[src/rtl/block_dispatcher.sv]
// block_dispatcher: issuing end of the core start/done handshake.
// Latches a block count on kernel_start, hands block IDs 0..nb-1 to the
// lowest-index idle core (at most one per cycle), reclaims cores on
// core_done and reports kernel_done once every block has completed.
// kernel_config currently carries only the num_blocks field (DATA_W bits).

module block_dispatcher #(
    parameter int NUM_CORES = 4,
    parameter int DATA_W    = 8
) (
    input  logic                              clk,
    input  logic                              reset,
    input  logic                              kernel_start,
    input  logic [DATA_W-1:0]                 kernel_config,
    output logic                              kernel_done,
    output logic                              busy,
    output logic [NUM_CORES-1:0]              core_start,
    output logic [NUM_CORES-1:0][DATA_W-1:0]  core_block_id,
    input  logic [NUM_CORES-1:0]              core_done
);

    typedef enum logic [1:0] {
        ST_IDLE     = 2'd0,
        ST_DISPATCH = 2'd1,
        ST_WAIT     = 2'd2,
        ST_DONE     = 2'd3
    } state_t;

    // Number of set bits in a core vector, sized as a block counter.
    function automatic logic [DATA_W-1:0] popcount(input logic [NUM_CORES-1:0] vec);
        logic [DATA_W-1:0] cnt;
        cnt = {DATA_W{1'b0}};
        for (int i = 0; i < NUM_CORES; i++) begin
            cnt = cnt + DATA_W'(vec[i]);
        end
        return cnt;
    endfunction

    state_t                              state_r;
    state_t                              state_nxt_s;
    logic [DATA_W-1:0]                   nb_r;
    logic [DATA_W-1:0]                   issued_cnt_r;
    logic [DATA_W-1:0]                   done_cnt_r;
    logic [NUM_CORES-1:0]                core_busy_r;

    logic [NUM_CORES-1:0]                idle_s;
    logic [NUM_CORES-1:0]                pick_oh_s;
    logic                                issue_en_s;
    logic [NUM_CORES-1:0]                issue_oh_s;
    logic [NUM_CORES-1:0]                done_hit_s;
    logic [DATA_W-1:0]                   issued_cnt_nxt_s;
    logic [DATA_W-1:0]                   done_cnt_nxt_s;
    logic                                start_acc_s;

    logic                                kernel_done_s;
    logic                                busy_s;
    logic                                kernel_done_r;
    logic                                busy_r;
    logic [NUM_CORES-1:0]                core_start_r;
    logic [NUM_CORES-1:0][DATA_W-1:0]    core_block_id_r;

    // Issue selection and completion accounting, using this cycle's busy mask
    // so a core freed in this cycle is never re-picked in the same cycle.
    always_comb begin
        idle_s     = ~core_busy_r;
        // Isolate the lowest set bit: lowest-index idle core as a one-hot.
        pick_oh_s  = idle_s & (~idle_s + NUM_CORES'(1'b1));
        issue_en_s = (state_r == ST_DISPATCH) && (issued_cnt_r < nb_r) &&
                     (idle_s != {NUM_CORES{1'b0}});
        if (issue_en_s) begin
            issue_oh_s = pick_oh_s;
        end else begin
            issue_oh_s = {NUM_CORES{1'b0}};
        end
        if ((state_r == ST_DISPATCH) || (state_r == ST_WAIT)) begin
            done_hit_s = core_done & core_busy_r;
        end else begin
            done_hit_s = {NUM_CORES{1'b0}};
        end
        issued_cnt_nxt_s = issued_cnt_r + DATA_W'(issue_en_s);
        done_cnt_nxt_s   = done_cnt_r + popcount(done_hit_s);
        start_acc_s      = kernel_start && ((state_r == ST_IDLE) || (state_r == ST_DONE));
    end

    // State register.
    always_ff @(posedge clk) begin
        if (!reset) begin
            state_r <= ST_IDLE;
        end else begin
            state_r <= state_nxt_s;
        end
    end

    // Next-state decision.
    always_comb begin
        state_nxt_s = state_r;
        case (state_r)
            ST_IDLE, ST_DONE: begin
                if (kernel_start) begin
                    if (kernel_config == {DATA_W{1'b0}}) begin
                        state_nxt_s = ST_DONE;
                    end else begin
                        state_nxt_s = ST_DISPATCH;
                    end
                end else begin
                    state_nxt_s = state_r;
                end
            end
            ST_DISPATCH: begin
                if (issue_en_s && (issued_cnt_nxt_s == nb_r)) begin
                    state_nxt_s = ST_WAIT;
                end else begin
                    state_nxt_s = ST_DISPATCH;
                end
            end
            ST_WAIT: begin
                if (done_cnt_nxt_s == nb_r) begin
                    state_nxt_s = ST_DONE;
                end else begin
                    state_nxt_s = ST_WAIT;
                end
            end
            default: begin
                state_nxt_s = ST_IDLE;
            end
        endcase
    end

    // Kernel bookkeeping: block count, issue/completion counters, busy mask.
    always_ff @(posedge clk) begin
        if (!reset) begin
            nb_r         <= {DATA_W{1'b0}};
            issued_cnt_r <= {DATA_W{1'b0}};
            done_cnt_r   <= {DATA_W{1'b0}};
            core_busy_r  <= {NUM_CORES{1'b0}};
        end else if (start_acc_s) begin
            nb_r         <= kernel_config;
            issued_cnt_r <= {DATA_W{1'b0}};
            done_cnt_r   <= {DATA_W{1'b0}};
            core_busy_r  <= {NUM_CORES{1'b0}};
        end else begin
            issued_cnt_r <= issued_cnt_nxt_s;
            done_cnt_r   <= done_cnt_nxt_s;
            core_busy_r  <= (core_busy_r & ~done_hit_s) | issue_oh_s;
        end
    end

    // Output decode from the state being entered, so flags line up with state.
    always_comb begin
        kernel_done_s = 1'b0;
        busy_s        = 1'b0;
        case (state_nxt_s)
            ST_IDLE: begin
                kernel_done_s = 1'b0;
                busy_s        = 1'b0;
            end
            ST_DISPATCH, ST_WAIT: begin
                kernel_done_s = 1'b0;
                busy_s        = 1'b1;
            end
            ST_DONE: begin
                kernel_done_s = 1'b1;
                busy_s        = 1'b0;
            end
            default: begin
                kernel_done_s = 1'b0;
                busy_s        = 1'b0;
            end
        endcase
    end

    // Registered outputs; a core's block ID is held until its next issue.
    always_ff @(posedge clk) begin
        if (!reset) begin
            kernel_done_r   <= 1'b0;
            busy_r          <= 1'b0;
            core_start_r    <= {NUM_CORES{1'b0}};
            core_block_id_r <= {(NUM_CORES*DATA_W){1'b0}};
        end else begin
            kernel_done_r <= kernel_done_s;
            busy_r        <= busy_s;
            core_start_r  <= issue_oh_s;
            for (int i = 0; i < NUM_CORES; i++) begin
                if (issue_oh_s[i]) begin
                    core_block_id_r[i] <= issued_cnt_r;
                end
            end
        end
    end

    assign kernel_done   = kernel_done_r;
    assign busy          = busy_r;
    assign core_start    = core_start_r;
    assign core_block_id = core_block_id_r;

    block_dispatcher_chk #(
        .NUM_CORES (NUM_CORES)
    ) u_chk (
        .clk       (clk),
        .reset     (reset),
        .core_done (core_done),
        .core_busy (core_busy_r),
        .issue_oh  (issue_oh_s)
    );

endmodule

// Protocol checks for block_dispatcher.
module block_dispatcher_chk #(
    parameter int NUM_CORES = 4
) (
    input logic                 clk,
    input logic                 reset,
    input logic [NUM_CORES-1:0] core_done,
    input logic [NUM_CORES-1:0] core_busy,
    input logic [NUM_CORES-1:0] issue_oh
);

    // A completion from a core that holds no block is ignored by the design but flagged here.
    a_done_on_idle_core: assert property (@(posedge clk) disable iff (!reset)
        ((core_done & ~core_busy) == {NUM_CORES{1'b0}}));

    // A block is never issued to a core that still holds one.
    a_issue_to_busy_core: assert property (@(posedge clk) disable iff (!reset)
        ((issue_oh & core_busy) == {NUM_CORES{1'b0}}));

endmodule

[config.mk]
export PLATFORM = sky130hd
export DESIGN_NAME = block_dispatcher
export DESIGN_NICKNAME = d
export VERILOG_FILES = /design/src/rtl/block_dispatcher.sv
export SDC_FILE = /design/constraint.sdc
export NUM_CORES = 1
export LEC_CHECK = 0
export BUFFER_PORTS_ARGS = -buffer_cell sky130_fd_sc_hd__buf_4
export CAP_MARGIN = 15
export CORE_ASPECT_RATIO = 1.4
export CORE_MARGIN = 4
export CORE_UTILIZATION = 55
export CTS_BUF_LIST = sky130_fd_sc_hd__clkbuf_16
export CTS_CLUSTER_SIZE = 24
export DETAILED_ROUTE_END_ITERATION = 10
export PLACE_DENSITY = 0.81
export SLEW_MARGIN = 25
export SYNTH_ARGS = -nofsm -noshare
export SYNTH_HDL_FRONTEND = slang
export SYNTH_SLANG_ARGS = --single-unit
[constraint.sdc]
create_clock -name clk -period 7.02 [get_ports clk]
set_clock_uncertainty 0.1 [all_clocks]
set_input_delay 0.351 -clock clk [delete_from_list [all_inputs] [get_ports clk]]
set_output_delay 0.351 -clock clk [all_outputs]
set_load 0.1 [all_outputs]
==> results of run 1 <==
-- registers in the layout (all words and copies together) (netlist names) --
signal and count:
core_block_id 32, busy 1, nb_r 8, done_cnt_r 8, issued_cnt_r 8, state_r 2, core_busy_r 4, core_start 4
kernel_done 1
-- path summary, 6_finish.rpt --
| check | start | endpoint | slack, ns |
|---|---|---|---|
| worst min-delay path | kernel_config[2] | nb_r[2] | 0.19 |
| worst max-delay path | state_r[0] | busy | 2.53 |
| worst max register to register | state_r[0] | busy | 2.53 |
| worst min register to register | core_busy_r[3] | core_busy_r[3] | 0.37 |
-- critical path: cells and delay by family, from the launching register on --
family,cells,cell delay (ns)
AO/OA/AOI/OAI,1,0.10
AND/OR/NAND/NOR,7,1.70
buffers and inverters,2,0.13
adder cells (fa/ha/maj),5,1.99
flip-flops,1,0.35
-- logic make-up (layout without fill, tap and decap cells) --
kind of cell	after synthesis	after routing	synth area share
and+or+nand+nor	122	122	0.186
DFF	68	68	0.417
AOI/OAI and AO/OA	46	46	0.103
buffers and inverters	40	84	0.0521
muxes	32	32	0.0980
xor gates and xnor gates	26	26	0.0762
adders and majority gates	16	16	0.0681
-- metrics by stage --
step	setup slack (ns)	utilization	cell area (um^2)	total power [mW]
after floorplan	2.96	-	3270	0.698
final	2.53	0.679	3950	1.24
after global routing	2.25	0.679	3950	1.28
after global placement	2.69	0.625	3640	0.760
after CTS	2.54	0.679	3950	1.24
after detailed placement	2.55	0.625	3640	0.770
-- metal layers --
layer | share of wire | up-vias | track usage
li1 | - | 1289 | -
met1 | 0.40 | 1270 | 0.228
met2 | 0.49 | 109 | 0.362
met3 | 0.062 | 42 | 0.0536
met4 | 0.048 | 0 | 0.129
met5 | 0 | - | 0
-- layout by cell type (no fill, tap or decap), drive strengths merged, types with 4 or more instances in the layout --
master,synthesis,layout
a21oi,14,14
and3,9,9
buf,10,52
clkbuf,14,9
clkinv,0,4
dfxtp,68,68
ha,13,13
inv,16,16
mux2i,32,32
nand2,16,16
nand3,14,14
nand3b,5,5
nand4,5,5
nor2,51,51
o21ai,8,8
xnor2,13,13
xor2,12,12
-- report_power, final --
group / internal [mW] / switching [mW]
sequential: 0.412 / 0.0359
combinational: 0.123 / 0.194
clock: 0.309 / 0.163
-- cell type report --
cell class,count,area share
Clock buffer,9,0.0570
Clock inverter,7,0.0231
Inverter,16,0.0152
Multi-Input combinational cell,242,0.439
Sequential cell,68,0.344
Tap cell,70,0.0222
Timing Repair Buffer,52,0.0988
==> results.md, run 1 <==
- Outcome: finished, final reports clean
- RSZ-0062 raised after global routing: false
- WHS Path Cells: 3
- Hold Slack: 0.191 ns
- Ratio of total power to cell area: 313 mW/mm^2
- Placed insts: 448
- Final count of negative-setup-slack endpoints: 0
- Initial core utilization: 0.561
- CTS Hold Buffers Added: 0
- Type of element capturing the critical path: register
- Antenna violations before repair: 0
- P_leak: 1.89 nW
- Post-synth EDFFs: 0
- Clock root buffer: clkbuf_16
- Startpoint type of the worst setup path: register
- Clock insertion delay at the later pin of the skew report: 0.33 ns
- Total half-perimeter wirelength after legalization and detailed placement: 5.28 mm
- Critical Path Fanout Max: 20
- Share of cells above drive strength 1: 0.190
- Max Root-Sink Buffers: 2
- Deepest level of the CTS H-tree: 3
- Vias per cell: 5.84
- Layout area overhead: 20.9%
- Data arrival time of the worst path: 4.61 ns
- Post-Synthesis Mean Instance Area: 9.34 um^2
- Final Non-Filler Cells: 464
- Final routed DRC violation total: 0
- Worst hold path class: input pin to register
- CTS Buf Count: 9
- Post-CTS resize count: 0
- Clock tree from TritonCTS: yes
- Fillers: 457
- Period utilisation layout: 0.639
- Register bit total from synthesis: 68
- Synth area leader: dfxtp_1
- Total global routing track utilization: 0.212
- Fin. Hold Viols: 0
- WP data required: 7.14 ns
- Yosys top cell area share: 0.417
- Core outline area: 0.00582 mm^2
- Synth cell count leaders: dfxtp_1 (68), nor2_1 (51), mux2i_1 (32)
- DRT Wirelength: 7.42 mm
- Die footprint: 0.00726 mm^2
- Transition time at the pin with the least slew margin: 0.764 ns
- Crit-path most repeated cell: fa_1
- Worst-case headroom to the max-slew limit: 0.490
- Final worst path period need: 4.49 ns
- Count of final max-slew check failures: 0
- Post-synthesis instance area: 0.00327 mm^2
- Worst IR Drop VDD: 188 uV
- Overall die height: 99.2 um
- Global-route wire length before repair: 12.1 mm
- Largest net degree at the start of global routing: 47
- Top post-synthesis cells by area: dfxtp_1 (42%), mux2i_1 (9.8%), nor2_1 (5.9%)
- Portion of the post-synthesis area used by sequential elements: 0.417
- Number of global-route vias before repair: 2679
- Routed wire per std cell: 16.0 um
- Number of clock sinks: 68
- # IOs: 53
- Category of the critical setup timing path: register to register
- DRT Pass-1 Iters: 4
- Area of combinational cells with multiple inputs: 0.00174 mm^2
- Post-CTS clock slew at the launch and capture registers of the worst setup and hold paths: 0.05 ns
- Net Count, Synth: 381
- Crit-path slowest cell: ha_1
- Critical Path, Cell by Cell: inv_1 -> ha_1 -> nand3b_1 -> fa_1 -> fa_1 -> inv_1 -> fa_1 -> and3_1 -> nand3_1 -> or3_1 -> o211ai_1 -> nor4_1 -> or3_1 -> ha_1 -> and2_1
- Commonest register cell after synthesis: dfxtp_1
- Post-layout net count: 420
- Area taken by flip-flops and latches: 0.00136 mm^2
- Count of unique library cells instantiated by Yosys: 58
- Global route total overflow: 0
- Achievable Freq: 223 MHz
- Final total negative setup slack: 0 ns
- Setup fix buffers added after clock tree synthesis: 0
- Max-cap viol count: 0
- Count of inserted antenna diode cells: 0
- Async set or reset register ratio after synthesis: 0
- Total number of vias: 2710
- First DRT Iteration DRCs: 125
- Post-route ant nets: 0
- Largest stage delay, worst path: 0.55 ns
- Count of cells along the worst register-to-register path: 15
- Gate Count Post-Synth: 350
- Number of buffers added on ports: 52
- Routability cong.: 0.865
- Synth Warn #: 0
- Std-Cell Rows: 33
- Die width: 73.2 um
- Most common cell in the synthesized netlist: dfxtp_1
Power figures use the tool's default switching activity.
==> inputs of run 2 (changes only) <==
- ABC_AREA: unset -> 1
- CORE_UTILIZATION: 55 -> 51
- PLACE_DENSITY: 0.81 -> 0.79
- clock period: 7.02 -> 4 ns (I/O delays scaled with it)
==> run 2 against run 1 <==
- sequential power is 65% higher
- power is 65% higher
- setup slack worse by 2.2 ns
- area after synthesis is 1.0% higher
- critical endpoint unchanged
- largest cell class unchanged
- largest power group unchanged
- highest routed layer unchanged
==> results.md, run 2 <==
- Crit-path slowest cell: dfxtp_1
- Fin. Hold Viols: 0 (unchanged)
- Routed wire per std cell: 13.8 um (-14%)
- Clock insertion delay at the later pin of the skew report: 0.33 ns (about the same)
- Sw Pwr: 619 uW (+58%)
- Number of flip-flops in the largest register: 32 (unchanged)
- Layout area overhead: 25.1%
- Gate Count Post-Synth: 449 (+28%)
- Portion of the post-synthesis area used by sequential elements: 0.412 (-0.00411)
- Category of the critical setup timing path: register to register
- Register bit total from synthesis: 68 (unchanged)
- Area post-placement: 0.00376 mm^2 (+3.5%)
- Worst IR Drop VDD: 262 uV (+39%)
- Share of synthesized area spent on multiplexers: 0 (-0.0980)
- CTS Hold Buffers Added: 0 (unchanged)
- Largest net degree at the start of global routing: 45 (-4.3%)
- Hold Slack: 0.0577 ns (-0.133 ns)
- Post-route cell area: 0.00413 mm^2 (+4.5%)
- Post-synth EDFFs: 0 (unchanged)
- Flop pwr share: 0.362 (about the same)
- Die footprint: 0.00784 mm^2 (+8.1%)
- Placed insts: 567 (+27%)
- Comb power frac: 0.200 (-0.056)
- Yosys top cell area share: 0.412 (-0.00411)
- Async set or reset register ratio after synthesis: 0 (unchanged)
- Commonest cells after routing, fill and taps aside: nand2_1 (97), nor2_1 (72), dfxtp_1 (67)
- Top post-synthesis cells by area: dfxtp_1 (41%), nand2_1 (11%), nor2_1 (8.3%)
- Global route total overflow: 0 (unchanged)
- Period utilisation layout: 0.907 (+0.268)
- Max-cap viol count: 0 (unchanged)
- Clock tree from TritonCTS: yes
- RSZ-0062 raised after global routing: false
- Total global routing track utilization: 0.213 (+0.000871)
- Critical Path, Cell by Cell: inv_1 -> ha_1 -> a21o_1 -> a21boi_1 -> nand3_4 -> nor2_4 -> ha_1 -> ha_1 -> nand3_1 -> o21ai_1 -> nand2_1 -> nand2_1 -> nand3_1 -> nor2_1 -> nand3_1 -> nand2_1 -> nand2_1 -> nand2_1 -> inv_1 -> ha_1 -> nand2_1 -> inv_1
- Number of clock sinks: 68 (unchanged)
- Initial core utilization: 0.528 (-0.0335)
- Startpoint type of the worst setup path: register
- Std-Cell Rows: 34 (+3.0%)
- Layout Utilization: 0.660 (-0.0187)
- Total number of vias: 2999 (+11%)
- Critical Path Fanout Max: 4 (-80%)
- Final routed DRC violation total: 0 (unchanged)
- Fillers: 549 (+20%)
- Worst hold path class: input pin to register
- Transition time at the pin with the least slew margin: 0.790 ns (+0.0268 ns)
- Data arrival time of the worst path: 3.75 ns (-0.86 ns)
- Largest stage delay, worst path: 0.40 ns (-0.15 ns)
- Dominant delay contributor by cell family on the critical path: simple AND/OR/NAND/NOR gates
- Smallest setup slack after layout: 0.370 ns (-2.16 ns)
- Net Count, Synth: 480 (+26%)
- Post-layout net count: 537 (+28%)
- Final worst path period need: 3.63 ns (-0.860 ns)
- Count of final max-slew check failures: 0 (unchanged)
- Area of combinational cells with multiple inputs: 0.00172 mm^2 (-1.1%)
- Final count of negative-setup-slack endpoints: 0 (unchanged)
- Post-synthesis instance area: 0.00330 mm^2 (+1.0%)
- First DRT Iteration DRCs: 175 (+40%)
- Type of element capturing the critical path: register
- Deepest level of the CTS H-tree: 3 (unchanged)
- Adder and majority cell fraction of the synthesized area: 0.0675 (-0.000672)
- # IOs: 53 (unchanged)
- Synth area leader: dfxtp_1
- Number of buffers added on ports: 52 (unchanged)
- Core outline area: 0.00625 mm^2 (+7.4%)
- Synthesized-area fraction occupied by and/or/nand/nor cells: 0.343 (+0.157)
- Synth cell count leaders: nand2_1 (97), nor2_1 (73), dfxtp_1 (68)
- Share of cells above drive strength 1: 0.213 (+0.0230)
- Clock group share of total power: 0.438 (+0.056)
- Outcome: finished, final reports clean
- DRT Wirelength: 8.06 mm (+8.5%)
- Antenna violations before repair: 0 (unchanged)
- Overall die height: 103 um (+4.0%)
- Post-CTS clock slew at the launch and capture registers of the worst setup and hold paths: 0.05 ns (about the same)
- Total half-perimeter wirelength after legalization and detailed placement: 5.96 mm (+13%)
- Internal: 1.42 mW (+69%)
- Most common cell in the synthesized netlist: nand2_1
- Final total negative setup slack: 0 ns (unchanged)
- Main combinational cell family by area after synthesis: simple AND/OR/NAND/NOR gates
- Vias per cell: 5.14 (-12%)
- Worst-case headroom to the max-slew limit: 0.472 (-0.0184)
- Clock root buffer: clkbuf_16
- Final Non-Filler Cells: 583 (+26%)
- Crit path buf inv count: 3 (+1)
- Count of inserted antenna diode cells: 0 (unchanged)
- Sum of internal, switching and leakage power: 2.04 mW (+65%)
- Max Root-Sink Buffers: 2 (unchanged)
- Setup fix buffers added after clock tree synthesis: 0 (unchanged)
- Ratio of total power to cell area: 495 mW/mm^2 (+58%)
- Number of global-route vias before repair: 2911 (+8.7%)
- Proportion of total power due to net switching: 0.303 (-0.0146)
- Post-route ant nets: 0 (unchanged)
- Global-route wire length before repair: 13.2 mm (+9.5%)
- WP data required: 4.12 ns (-3.02 ns)
- Count of unique library cells instantiated by Yosys: 35 (-40%)
- Crit-path most repeated cell: nand2_1
- Routability cong.: 0.905 (+4.6%)
- CTS Buf Count: 9 (unchanged)
- Commonest register cell after synthesis: dfxtp_1
- Setup WS pre-CTS: 0.170 ns (-2.38 ns)
- Area taken by flip-flops and latches: 0.00136 mm^2 (about the same)
- Synth Warn #: 0 (unchanged)
- Achievable Freq: 276 MHz (+24%)
- Area share of xor/xnor cells in the synthesized design: 0.0148 (-0.0614)
- Post-Synthesis Mean Instance Area: 7.35 um^2 (-21%)
- Die width: 76.0 um (+3.9%)
- Share of the synthesized area in compound gates (AO/OA/AOI/OAI): 0.0872 (-0.0158)
- Most common cell after layout, fill and taps aside: nand2_1
- DRT Pass-1 Iters: 4 (unchanged)
- P_leak: 1.94 nW (+2.8%)
[run 2: area by class of cell]
cell class	count	area share
Inverter	52	0.0497
Clock inverter	7	0.0279
Clock buffer	9	0.0545
Tap cell	72	0.0218
Sequential cell	68	0.330
Timing Repair Buffer	55	0.100
Multi-Input combinational cell	320	0.416
[run 2: path summary, 6_finish.rpt]
kind	startpoint	to	slack [ns]	depth (start not counted)
hold / removal	kernel_config[5]	nb_r[5]	0.06	3
setup reg to reg	nb_r[5]	busy	0.37	22
hold reg to reg	core_block_id[15]	core_block_id[15]	0.37	2
setup / recovery	nb_r[5]	busy	0.37	22
[run 2: layer usage]
layer | share of wire | wire (um) | track usage
met1 | 0.39 | 3120 | 0.227
met2 | 0.52 | 4200 | 0.389
met3 | 0.060 | 484 | 0.0598
met4 | 0.031 | 247 | 0.0986
met5 | 0 | 0 | 0
[run 2: repair_timing]
item | in CTS | in global routing
endpoints found under the setup margin | 0 | 2
hold endpoints to repair | 0 | 0
resized for setup | 0 | 9
[run 2: logic make-up (layout without fill, tap and decap cells)]
logic type               after synthesis  count (layout)
AO/OA/AOI/OAI                         54              54
XOR/XNOR                               4               4
adder cells (fa/ha/maj)               16              16
buffers and inverters                 61             123
flip-flops                            68              68
AND/OR/NAND/NOR                      246             246
[run 2: worst register-to-register path, delay by kind of cell (launching register included)]
| kind | cells | cell delay (ns) |
|---|---|---|
| and+or+nand+nor | 12 | 1.18 |
| adders and majority gates | 4 | 0.99 |
| AOI/OAI and AO/OA | 3 | 0.63 |
| DFF | 1 | 0.40 |
| buffers and inverters | 3 | 0.22 |
[run 2: power by group through the flow]
stage / Combinational, mW / Clock [mW] / Sequential, mW
after floorplan: 0.166 / 0 / 0.901
after global placement: 0.398 / 0 / 0.754
after detailed placement: 0.402 / 0 / 0.754
after CTS: 0.404 / 0.909 / 0.740
after global routing: 0.439 / 0.939 / 0.744
final: 0.408 / 0.896 / 0.740
